`config.mk`:
```
export PLATFORM = sky130hd
export DESIGN_NAME = block_swap_reg_file
export DESIGN_NICKNAME = d
export VERILOG_FILES = /design/src/rtl/block_swap_reg_file.sv
export SDC_FILE = /design/constraint.sdc
export NUM_CORES = 1
export LEC_CHECK = 0
export BUFFER_PORTS_ARGS = -buffer_cell sky130_fd_sc_hd__buf_4
export CORE_UTILIZATION = 45
export CTS_CLUSTER_DIAMETER = 120
export CTS_CLUSTER_SIZE = 30
export DETAILED_ROUTE_END_ITERATION = 16
export PLACE_DENSITY = 0.67
export SLEW_MARGIN = 0
export SYNTH_ARGS = -nofsm -noshare
export SYNTH_HDL_FRONTEND = slang
export SYNTH_SLANG_ARGS = --single-unit
```
`constraint.sdc`:
```
create_clock -name clk -period 7.1 [get_ports clk]
set_input_delay 0.71 -clock clk [delete_from_list [all_inputs] [get_ports clk]]
set_output_delay 0.71 -clock clk [all_outputs]
set_load 0.005 [all_outputs]
```
`src/rtl/block_swap_reg_file.sv`:
```
// ============================================================================
// Module  : block_swap_reg_file
// Purpose : Register file with a block-move engine that swaps or copies ranges.
// Revision: 1.0
// ============================================================================
`default_nettype none

module block_swap_reg_file #(
   parameter int ADDR_WIDTH = 7,
   parameter int DATA_WIDTH = 8
) (
   input  logic                  clk,
   input  logic                  reset,
   input  logic                  we,
   input  logic [ADDR_WIDTH-1:0] address_w,
   input  logic [DATA_WIDTH-1:0] data_w,
   input  logic [ADDR_WIDTH-1:0] address_r,
   output logic [DATA_WIDTH-1:0] data_r,
   input  logic                  start,
   input  logic                  op,
   input  logic [ADDR_WIDTH-1:0] address_A,
   input  logic [ADDR_WIDTH-1:0] address_B,
   input  logic [ADDR_WIDTH-1:0] len,
   output logic                  busy,
   output logic                  done,
   output logic                  err
);

   localparam int DEPTH = 2**ADDR_WIDTH;
   localparam int IW    = ADDR_WIDTH + 1;
   localparam logic [IW-1:0] DEPTH_C = {1'b1, {ADDR_WIDTH{1'b0}}};
   localparam logic [IW-1:0] ONE_C   = {{ADDR_WIDTH{1'b0}}, 1'b1};

   typedef enum logic [2:0] {
      S_IDLE  = 3'd0,
      S_LOAD  = 3'd1,
      S_MOVE  = 3'd2,
      S_STORE = 3'd3,
      S_COPY  = 3'd4,
      S_FIN   = 3'd5
   } state_t;

   state_t                  state_q;
   logic [ADDR_WIDTH-1:0]   a_q, b_q, len_q;
   logic [IW-1:0]           idx_q;
   logic                    desc_q;
   logic [DATA_WIDTH-1:0]   tmp_q;
   logic                    busy_q, done_q, err_q;
   logic [DATA_WIDTH-1:0]   mem_q [DEPTH];

   logic [IW-1:0]           off_w;
   logic [ADDR_WIDTH-1:0]   addr_a_w, addr_b_w;
   logic                    last_w;
   logic [ADDR_WIDTH-1:0]   d_w;
   logic [IW-1:0]           d_ext_w, len_ext_w;
   logic                    null_w, ovl_w, desc_w;
   logic                    mem_we_d;
   logic [ADDR_WIDTH-1:0]   mem_addr_d;
   logic [DATA_WIDTH-1:0]   mem_data_d;

   assign data_r = mem_q[address_r];
   assign busy   = busy_q;
   assign done   = done_q;
   assign err    = err_q;

   // Descending copies walk from the top of the block down.
   assign off_w    = desc_q ? ({1'b0, len_q} - idx_q - ONE_C) : idx_q;
   assign addr_a_w = a_q + off_w[ADDR_WIDTH-1:0];
   assign addr_b_w = b_q + off_w[ADDR_WIDTH-1:0];
   assign last_w   = ((idx_q + ONE_C) == {1'b0, len_q});

   assign d_w       = address_B - address_A;
   assign d_ext_w   = {1'b0, d_w};
   assign len_ext_w = {1'b0, len};
   assign null_w    = (len == '0) || (address_A == address_B);
   assign ovl_w     = (d_ext_w < len_ext_w) || ((DEPTH_C - d_ext_w) < len_ext_w);
   assign desc_w    = (d_w != '0) && (d_ext_w < len_ext_w);

   // Single write port: host owns it while idle, the engine while busy.
   always_comb begin
      mem_we_d   = 1'b0;
      mem_addr_d = address_w;
      mem_data_d = data_w;
      case (state_q)
         S_MOVE: begin
            mem_we_d   = ~reset;
            mem_addr_d = addr_a_w;
            mem_data_d = mem_q[addr_b_w];
         end
         S_STORE: begin
            mem_we_d   = ~reset;
            mem_addr_d = addr_b_w;
            mem_data_d = tmp_q;
         end
         S_COPY: begin
            mem_we_d   = ~reset;
            mem_addr_d = addr_b_w;
            mem_data_d = mem_q[addr_a_w];
         end
         S_LOAD:  mem_we_d = 1'b0;
         default: mem_we_d = we;
      endcase
   end

   always_ff @(posedge clk) begin
      if (mem_we_d) begin
         mem_q[mem_addr_d] <= mem_data_d;
      end
   end

   always_ff @(posedge clk) begin
      if (reset) begin
         state_q <= S_IDLE;
         busy_q  <= 1'b0;
         done_q  <= 1'b0;
         err_q   <= 1'b0;
         idx_q   <= '0;
      end else begin
         done_q <= 1'b0;
         err_q  <= 1'b0;
         case (state_q)
            S_LOAD: begin
               tmp_q   <= mem_q[addr_a_w];
               state_q <= S_MOVE;
            end
            S_MOVE: state_q <= S_STORE;
            S_STORE, S_COPY: begin
               idx_q <= idx_q + ONE_C;
               if (last_w) begin
                  state_q <= S_FIN;
                  busy_q  <= 1'b0;
                  done_q  <= 1'b1;
               end else if (state_q == S_STORE) begin
                  state_q <= S_LOAD;
               end
            end
            default: begin
               state_q <= S_IDLE;
               busy_q  <= 1'b0;
               if (start) begin
                  a_q    <= address_A;
                  b_q    <= address_B;
                  len_q  <= len;
                  idx_q  <= '0;
                  desc_q <= op & desc_w;
                  if (null_w) begin
                     state_q <= S_FIN;
                     done_q  <= 1'b1;
                  end else if (!op && ovl_w) begin
                     state_q <= S_FIN;
                     done_q  <= 1'b1;
                     err_q   <= 1'b1;
                  end else begin
                     state_q <= op ? S_COPY : S_LOAD;
                     busy_q  <= 1'b1;
                  end
               end
            end
         endcase
      end
   end

endmodule

`default_nettype wire
```
# [After elaboration in Yosys (flattened, before gate mapping)]
# Memory sizes are Yosys's and may differ from the RTL's.
# Index checks and enable logic that the tools add are counted.
[totals] reg_bits=44 latch_bits=0 ramBits=1024 romBits=0 inputBits=48 out_inout_bits=11 wordCells=75 memories=1
[mem_list] memory="mem_q" words=128 word_bits=8 rd=3 rd_clocked_by_memory_dff=0 write_ports=1 line_no="49" text="logic [DATA_WIDTH-1:0] mem_q [DEPTH];"
[op_classes] n_addsub=7 multipliers=0 div_mod_pow=0 order_cmp=2 n_eq_ne=8 n_shift=0 muxes=25 n_bitwise=5 n_reduce_logical=17
[ops] op="$pmux W8 S3" count=1
[ops] op="$mux W3" count=6
[ops] op="$pmux W8 S2" count=1
[ops] op="$add A7 B7 Y7" count=2
[ops] op="$pmux W7 S2" count=1
[ops] op="$sub A7 B7 Y7" count=2
[ops] op="$mux W1" count=10
[ops] op="$pmux W3 S3" count=1
[ops] op="$add A8 B1 Y8 const B" count=1
[ops] op="$eq A8 B7 Y1" count=1
[ops] op="$lt A8 B7 Y1" count=1
[ops] op="$mux W8" count=1
[ops] op="$sub A8 B7 Y8 const A" count=1
[ops] op="$eq A7 B7 Y1" count=1
[ops] op="$logic_not A7 Y1" count=1
[ops] op="$lt A7 B7 Y1" count=1
[ops] op="$mux W7" count=1
[ops] op="$reduce_bool A7 Y1" count=1
[ops] op="$reduce_or A7 Y1" count=1
[ops] op="$sub A7 B1 Y7 const B" count=1
[ops] op="$eq A3 B2 Y1 const B" count=2
[ops] op="$pmux W1 S2" count=3
[ops] op="$reduce_and A2 Y1" count=3
[ops] op="$not A1 Y1" count=4
[ops] op="other kinds (13)" count=16

# [Longest topological paths before layout]
# Gate-level depths: netlist of run 1.
[logic_depth] depth_word=9 mapped_depth=19 ltp_nobuf=17

# [Least setup slack after synthesis of run 1]
# OpenSTA, ideal clock, no wires.
[synth_timing] path_kind="flip-flop to flip-flop" start="reg idx_q[0]" end="mem mem_q[0][0], data pin" setup_ps=1046 arrival_ps=5856 required_ps=6054 setup_slack_ps=198 stages_incl_launch_ff=16 n_path_buf=3 synth_period_minus_slack_ps=6902 path_cell_list="dfxtp_1 -> inv_1 -> ha_1 -> fa_1 -> nand2_1 -> o21ai_0 -> inv_1 -> fa_1 -> clkbuf_1 -> clkbuf_1 -> clkbuf_1 -> mux4_2 -> mux4_2 -> mux2_2 -> o211ai_1 -> nand4_1"
[synth_via] elab_chain_cells=6 elab_cells_between_ends=7 cone_classes="4 x add/sub; 2 x mux; 1 x memory"
[synth_lines] element="start: declaration" line_no="45" text="logic [IW-1:0] idx_q;"
[synth_lines] element="start signal: assignment" line_no="128" text="idx_q <= idx_q + ONE_C;"
[synth_lines] element="$sub A7 B7 Y7" line_no="67" text="assign off_w = desc_q ? ({1'b0, len_q} - idx_q - ONE_C) : idx_q;"
[synth_lines] element="$sub A7 B1 Y7" line_no="67"
[synth_lines] element="$mux W7 (*)" line_no="67"
[synth_lines] element="$add A7 B7 Y7, on equally long branches" line_no="68, 69"
[synth_lines] element="$mem_v2 Z128 W8 (*)"
[synth_lines] element="$pmux W8 S3 (*)" line_no="84" text="case (state_q)"
[synth_lines] element="net mem_data_d[0]" line_no="59" text="logic [DATA_WIDTH-1:0] mem_data_d;"
[synth_lines] element="end: declaration" line_no="49"
# The timed path passes the listed nets; every way through them passes the cells marked *.

# [Worst setup path in the final report of run 1]
[layout_timing] start="reg idx_q[0]" end="mem mem_q[57][2], data pin"
# Same word-level chain as after synthesis.

==> results of run 1 <==
==> worst paths after layout <==
check,startpoint,endpoint,slack [ns],depth (start not counted)
setup / recovery,idx_q[0]$_SDFFE_PP0P_,mem_q[57][2]$_DFFE_PP_,0.93,15
setup reg to reg,idx_q[0]$_SDFFE_PP0P_,mem_q[57][2]$_DFFE_PP_,0.93,15
hold / removal,address_A[5],a_q[5]$_DFFE_PP_,0.21,1
hold reg to reg,idx_q[7]$_SDFFE_PP0P_,idx_q[7]$_SDFFE_PP0P_,0.49,1
==> flip-flops by register name, indices dropped and copies added (netlist names) <==
name     cells
mem_q     1024
idx_q        8
tmp_q        8
a_q          7
b_q          7
len_q        7
state_q      3
busy         1
desc_q       1
done         1
err          1
==> cell usage in the layout, fill, tap and decap left out, drive strengths merged, types with 4 or more instances in the layout <==
cell    count
mux4      922
a21boi      4
inv        45
xnor2      19
nor2b       9
a211oi      7
mux2i      81
buf       299
and3       29
o21ai      47
a31oi       4
clkbuf     49
a32oi      47
fa          4
or4         4
and2        6
a21oi      50
edfxtp   1054
diode       5
nand2     175
nand4      11
xor2       15
o211ai     10
ha         38
a221oi      5
nor4      130
nand3      25
nor3       28
nor2       62
mux2       16
dfxtp      14
a21o       10
o2111a      8
o21a        7
==> metrics by stage <==
stage               total power [uW]  instance area (um2)  std cells  utilization
global route                   21000                65800       5025        0.499
CTS                            20300                65800       5025        0.499
floorplan                      14000                59900       3219            -
detailed placement             17400                64600       4969        0.490
global placement               17300                64600       4966        0.490
finish                         20500                65800       5030        0.499
==> area by class of cell <==
type	instances	area (um2)
clock inverter	7	80.1
fill	10600	66000
antenna	5	12.5
tap	1755	2200
sequential	1068	31900
clock buffer	49	1080
timing repair buffer	299	2710
inverter	40	150
multi-input combinational	1807	27600
==> power breakdown <==
part           switching [uW]  internal (uW)
registers                73.3           8110
logic                    5820           3420
clock network            1960           1120
==> routing by layer <==
metal,GRT usage,vias to the layer above,share of wire
met5,0,-,0.000036
met4,0.104,2,0.042
met3,0.0817,356,0.13
met2,0.425,2865,0.46
met1,0.399,20000,0.37
li1,-,14200,-
==> worst register-to-register path, cell delays in order, from the launching register on <==
cell     delay [ns]
dfxtp_1        0.44
inv_1          0.10
ha_1           0.22
fa_1           0.48
nand2_1        0.04
o21ai_0        0.23
inv_1          0.18
fa_4           1.29
buf_12         0.41
mux4_2         0.45
mux4_2         0.57
mux2i_1        0.38
mux2i_1        0.22
a21oi_1        0.22
nand4_1        0.16
buf_4          0.34
==> cell families after synthesis <==
logic type,after synthesis
AOI/OAI and AO/OA,220
xor gates and xnor gates,35
adders and majority gates,42
buffers and inverters,344
DFF,1068
muxes,1019
and+or+nand+nor,491
==> Yosys cell counts (all sizes together) (4+ instances only) <==
cell type and count:
o21a 7, a21oi 50, dfxtp 14, or4 4, nor2b 9, buf 117
a211oi 7, nand3 25, a31oi 4, a221oi 5, o21ai 47, nand2 175
and2 6, and3 29, fa 4, ha 38, mux2 16, o2111a 8
edfxtp 1054, xnor2 19, xor2 15, nor2 62, a21boi 4, a32oi 47
nor4 130, o211ai 10, nand4 11, nor3 28, a21o 10, clkbuf 186
mux2i 81, inv 40, mux4 922
==> impl_metrics.json, run 1 <==
{
  "period_needed_ns": 6.17,
  "cp_slowest_cell": "fa_4",
  "nets": 3348,
  "synth_edf_count": 1054,
  "ys_ff_latch": 1068,
  "via_per_inst": 7.44,
  "start_util": 0.455,
  "synth_top_area_share": 0.528,
  "synth-compound-area-share": 0.0254,
  "clock_path_buffers": 3,
  "syn_inst": 3219,
  "cap_violations": 0,
  "first_iter_violations": 5614,
  "grt_overflow": 0,
  "grt_use_total": 0.285,
  "setup.worst_path.class": "reg2reg",
  "synthesis.nets": 3309,
  "routedWlPerCell_um": 38.3,
  "ios": 59,
  "finalCritPeriodShare": 0.869,
  "muxShareOfSynthArea": 0.363,
  "ctsHoldBuffers": 0,
  "post_cts_resized": 0,
  "cts.sinks": 1068,
  "crit_buf_inv": 4,
  "slew_headroom": 0.0527,
  "cp-end-kind": "flip-flop",
  "io_buffers": 58,
  "synth_area_per_cell_um2": 18.6,
  "arrival_ns": 6.49,
  "leakagePower_uw": 0.0201,
  "grt_pass1_vias": 36000,
  "synth_warnings": 0,
  "ys_top_cells_by_area": "edfxtp_1, mux4_2, nor4_1, mux2i_1, clkbuf_1",
  "ys_seq_area_frac": 0.533,
  "grt_max_degree": 87,
  "grt_setup_unrepaired": "false",
  "setup_slack_ns": 0.928,
  "setup_viol_count_final": 0,
  "cts_buffers": 42,
  "drive_gt1_frac": 0.441,
  "netlist_area_um2": 59900,
  "grt_pass1_wl_um": 274000,
  "setup-tns-final_ns": 0,
  "area_delta_synth_final_pct": 9.79,
  "die_h_um": 367,
  "rows": 133,
  "ys_types": 60,
  "clockRootBuffer": "clkbuf_16",
  "skew_ns": 0.0663,
  "holdCritPathClass": "in2reg",
  "worstMarginPinSlew_ns": 1.41,
  "synthSimpleGateAreaFrac": 0.0405,
  "die_w_um": 367,
  "postRouteAntennaNets": 0,
  "path_cells": "inv_1, ha_1, fa_1, nand2_1, o21ai_0, inv_1, fa_4, buf_12, mux4_2, mux4_2, mux2i_1, mux2i_1, a21oi_1, nand4_1, buf_4",
  "start_kind": "flip-flop",
  "powerDensity_nw_per_um2": 312,
  "hpwl_um": 127000,
  "synth-adder-area-share": 0.00927,
  "fmax_mhz": 162,
  "antenna_found_initial": 4,
  "status": "finished clean",
  "cp_max_fo": 64,
  "vias": 37400,
  "synth_area_leader_cell": "edfxtp_1",
  "insertion_delay_ns": 0.72,
  "gp_congestion": 1.00,
  "die_area_um2": 135000,
  "crit_family": "adder cells",
  "dp_slack_ns": 0.987,
  "core_area_um2": 132000,
  "async_flop_share": 0,
  "ir_worst_vdd_uv": 318,
  "timing.hold.ws_ns": 0.215,
  "cts_tree": "built",
  "hold_violations": 0,
  "synth_xor_area_frac": 0.00534,
  "routed_wirelength_um": 192000,
  "synth_top_family_by_area": "multiplexers",
  "drc": 0,
  "cpPeakStageDelay_ns": 1.29,
  "finalMaxSlewViolations": 0,
  "cts_setup_buffers": 0,
  "required_ns": 7.41,
  "synth_flop_cell": "edfxtp_1",
  "h-tree-depth": 2,
  "path_clk_slew_ns": 0.12,
  "drtPass1Iterations": 6
}
(Power assumes the default switching activity.)
==> run 2: changes to the inputs <==
--- a/config.mk
+++ b/config.mk
@@ -5,12 +5,14 @@
 export SDC_FILE = /design/constraint.sdc
 export NUM_CORES = 1
 export LEC_CHECK = 0
+export ABC_CLOCK_PERIOD_IN_PS = 7100
 export BUFFER_PORTS_ARGS = -buffer_cell sky130_fd_sc_hd__buf_4
 export CORE_UTILIZATION = 45
 export CTS_CLUSTER_DIAMETER = 120
 export CTS_CLUSTER_SIZE = 30
 export DETAILED_ROUTE_END_ITERATION = 16
 export PLACE_DENSITY = 0.67
+export REMOVE_ABC_BUFFERS = 1
 export SLEW_MARGIN = 0
 export SYNTH_ARGS = -nofsm -noshare
 export SYNTH_HDL_FRONTEND = slang
==> run 2 against run 1 <==
- final area is 0.10% lower
- non-clock buffer count is 4 lower
- flip-flop and latch count did not move
- highest routed layer unchanged
- largest cell class unchanged
==> impl_metrics.json, run 2 (same netlist as run 1, synthesis figures left out) <==
{
  "grt_pass1_wl_um": 269000,
  "cts_buffers": 41,
  "status": "finished clean",
  "io_buffers": 58,
  "clkPwrFrac": 0.150,
  "clock_path_buffers": 3,
  "grt_overflow": 0,
  "cts_tree": "built",
  "worstMarginPinSlew_ns": 1.27,
  "timing.rr.start": "idx_q[0]$_SDFFE_PP0P_",
  "leakagePower_uw": 0.0200,
  "rows": 133,
  "dpl_cell_area_um2": 64600,
  "met3_length_um": 25900,
  "wl_met2_um": 86600,
  "cp-end-kind": "flip-flop",
  "setup-tns-final_ns": 0,
  "nets": 3343,
  "r2r_setup_slack_ns": 0.94,
  "drc": 0,
  "routed_wirelength_um": 190000,
  "final_area_um2": 65700,
  "die_h_um": 367,
  "gp_congestion": 0.937,
  "die_area_um2": 135000,
  "grt_setup_unrepaired": "false",
  "clockRootBuffer": "clkbuf_16",
  "powerDensity_nw_per_um2": 310,
  "layout_commonest_cell": "edfxtp_1",
  "layout_common_cells": "edfxtp_1, mux4_2, buf_4",
  "grt_max_degree": 129,
  "setup_slack_ns": 0.939,
  "crit_path_start": "idx_q[0]$_SDFFE_PP0P_",
  "die_w_um": 367,
  "first_iter_violations": 5327,
  "h-tree-depth": 2,
  "multi_input_area_um2": 27600,
  "pwr-share-comb": 0.449,
  "cap_violations": 0,
  "stdcell_count": 5021,
  "endpoint": "mem_q[6][2]$_DFFE_PP_",
  "area_delta_synth_final_pct": 9.67,
  "switching_share": 0.377,
  "cp_max_fo": 48,
  "largest_register_ffs": 1024,
  "period_needed_ns": 6.16,
  "setup.worst_path.class": "reg2reg",
  "regMostFlops": "mem_q",
  "postRouteAntennaNets": 0,
  "start_kind": "flip-flop",
  "wl_met1_um": 68800,
  "highest_layer": "met5",
  "holdCritPathClass": "in2reg",
  "antenna_found_initial": 9,
  "required_ns": 7.51,
  "cts.sinks": 1068,
  "ios": 59,
  "internal_power_uw": 12700,
  "routedWlPerCell_um": 37.8,
  "grt_pass1_vias": 35900,
  "skew_ns": 0.0407,
  "dpl.cell_count": 4965,
  "drtPass1Iterations": 5,
  "fmax_mhz": 162,
  "core_area_um2": 132000,
  "power_frac_seq": 0.401,
  "vias": 37400,
  "grt_use_total": 0.281,
  "finalMaxSlewViolations": 0,
  "hold_violations": 0,
  "arrival_ns": 6.57,
  "regArea_um2": 31900,
  "dp_slack_ns": 1.13,
  "via_per_inst": 7.44,
  "drive_gt1_frac": 0.440,
  "finalCritPeriodShare": 0.868,
  "r2r-end": "mem_q[6][2]$_DFFE_PP_",
  "ctsHoldBuffers": 0,
  "p_sw_uw": 7680,
  "insertion_delay_ns": 0.69,
  "setup_viol_count_final": 0,
  "post_cts_resized": 0,
  "r2r.worst_path.cells": 16,
  "ir_worst_vdd_uv": 280,
  "start_util": 0.455,
  "hpwl_um": 124000,
  "largest_registers": "mem_q x1024, idx_q x8, tmp_q x8",
  "fill_cells": 10600,
  "path_clk_slew_ns": 0.11,
  "cts_setup_buffers": 0,
  "slew_headroom": 0.148
}
[run 2: worst max-delay path: stages, from the launching register on]
cell	delay [ns]
dfxtp_1	0.45
inv_1	0.11
ha_1	0.22
fa_1	0.49
nand2_1	0.05
o21ai_0	0.17
inv_1	0.15
fa_4	0.49
nand2b_1	0.17
a21oi_1	0.49
a21o_1	0.20
a21oi_1	0.10
xnor3_1	0.97
nor2b_1	0.67
o21ai_0	0.39
nand4_1	0.25
buf_4	0.44
[run 2: routing by layer]
| metal | up-vias | GRT usage |
|---|---|---|
| li1 | 14200 | - |
| met1 | 19800 | 0.388 |
| met2 | 2913 | 0.423 |
| met3 | 407 | 0.0803 |
| met4 | 10 | 0.109 |
| met5 | - | 0 |
[run 2: metrics by stage]
step                      utilization  total power (uW)  hold WS (ns)
after floorplan                     -             15500         0.436
after global placement          0.490             17200         0.450
after detailed placement        0.490             17300         0.474
after CTS                       0.499             20300         0.196
after global routing            0.499             20900         0.213
final                           0.499             20400         0.229
[run 2: power by group through the flow]
stage	combinational (uW)	clock, uW	sequential (uW)
2_1_floorplan	6930	0	8550
6_report	9150	3050	8170
5_1_grt	9480	3270	8180
3_5_place_dp	9000	0	8300
3_3_place_gp	8940	0	8300
4_1_cts	9020	3100	8160
[run 2: final cells by class]
class,instances,share of cell area
antenna,4,0.000152
clock buffer,49,0.0167
clock inverter,3,0.000723
inverter,40,0.00228
multi-input combinational,1807,0.420
sequential,1068,0.486
tap,1755,0.0334
timing repair buffer,295,0.0406
[run 2: how the worst min path moves through the flow]
stage                                from               endpoint  slack [ns]  cells after the start
finish                       address_A[3]       a_q[3]$_DFFE_PP_        0.23                      1
global route                 address_A[3]       a_q[3]$_DFFE_PP_        0.21                      1
CTS                          address_A[4]       a_q[4]$_DFFE_PP_        0.20                      1
detailed placement  idx_q[7]$_SDFFE_PP0P_  idx_q[7]$_SDFFE_PP0P_        0.47                      1
global placement    idx_q[7]$_SDFFE_PP0P_  idx_q[7]$_SDFFE_PP0P_        0.45                      1
floorplan           idx_q[7]$_SDFFE_PP0P_  idx_q[7]$_SDFFE_PP0P_        0.44                      1
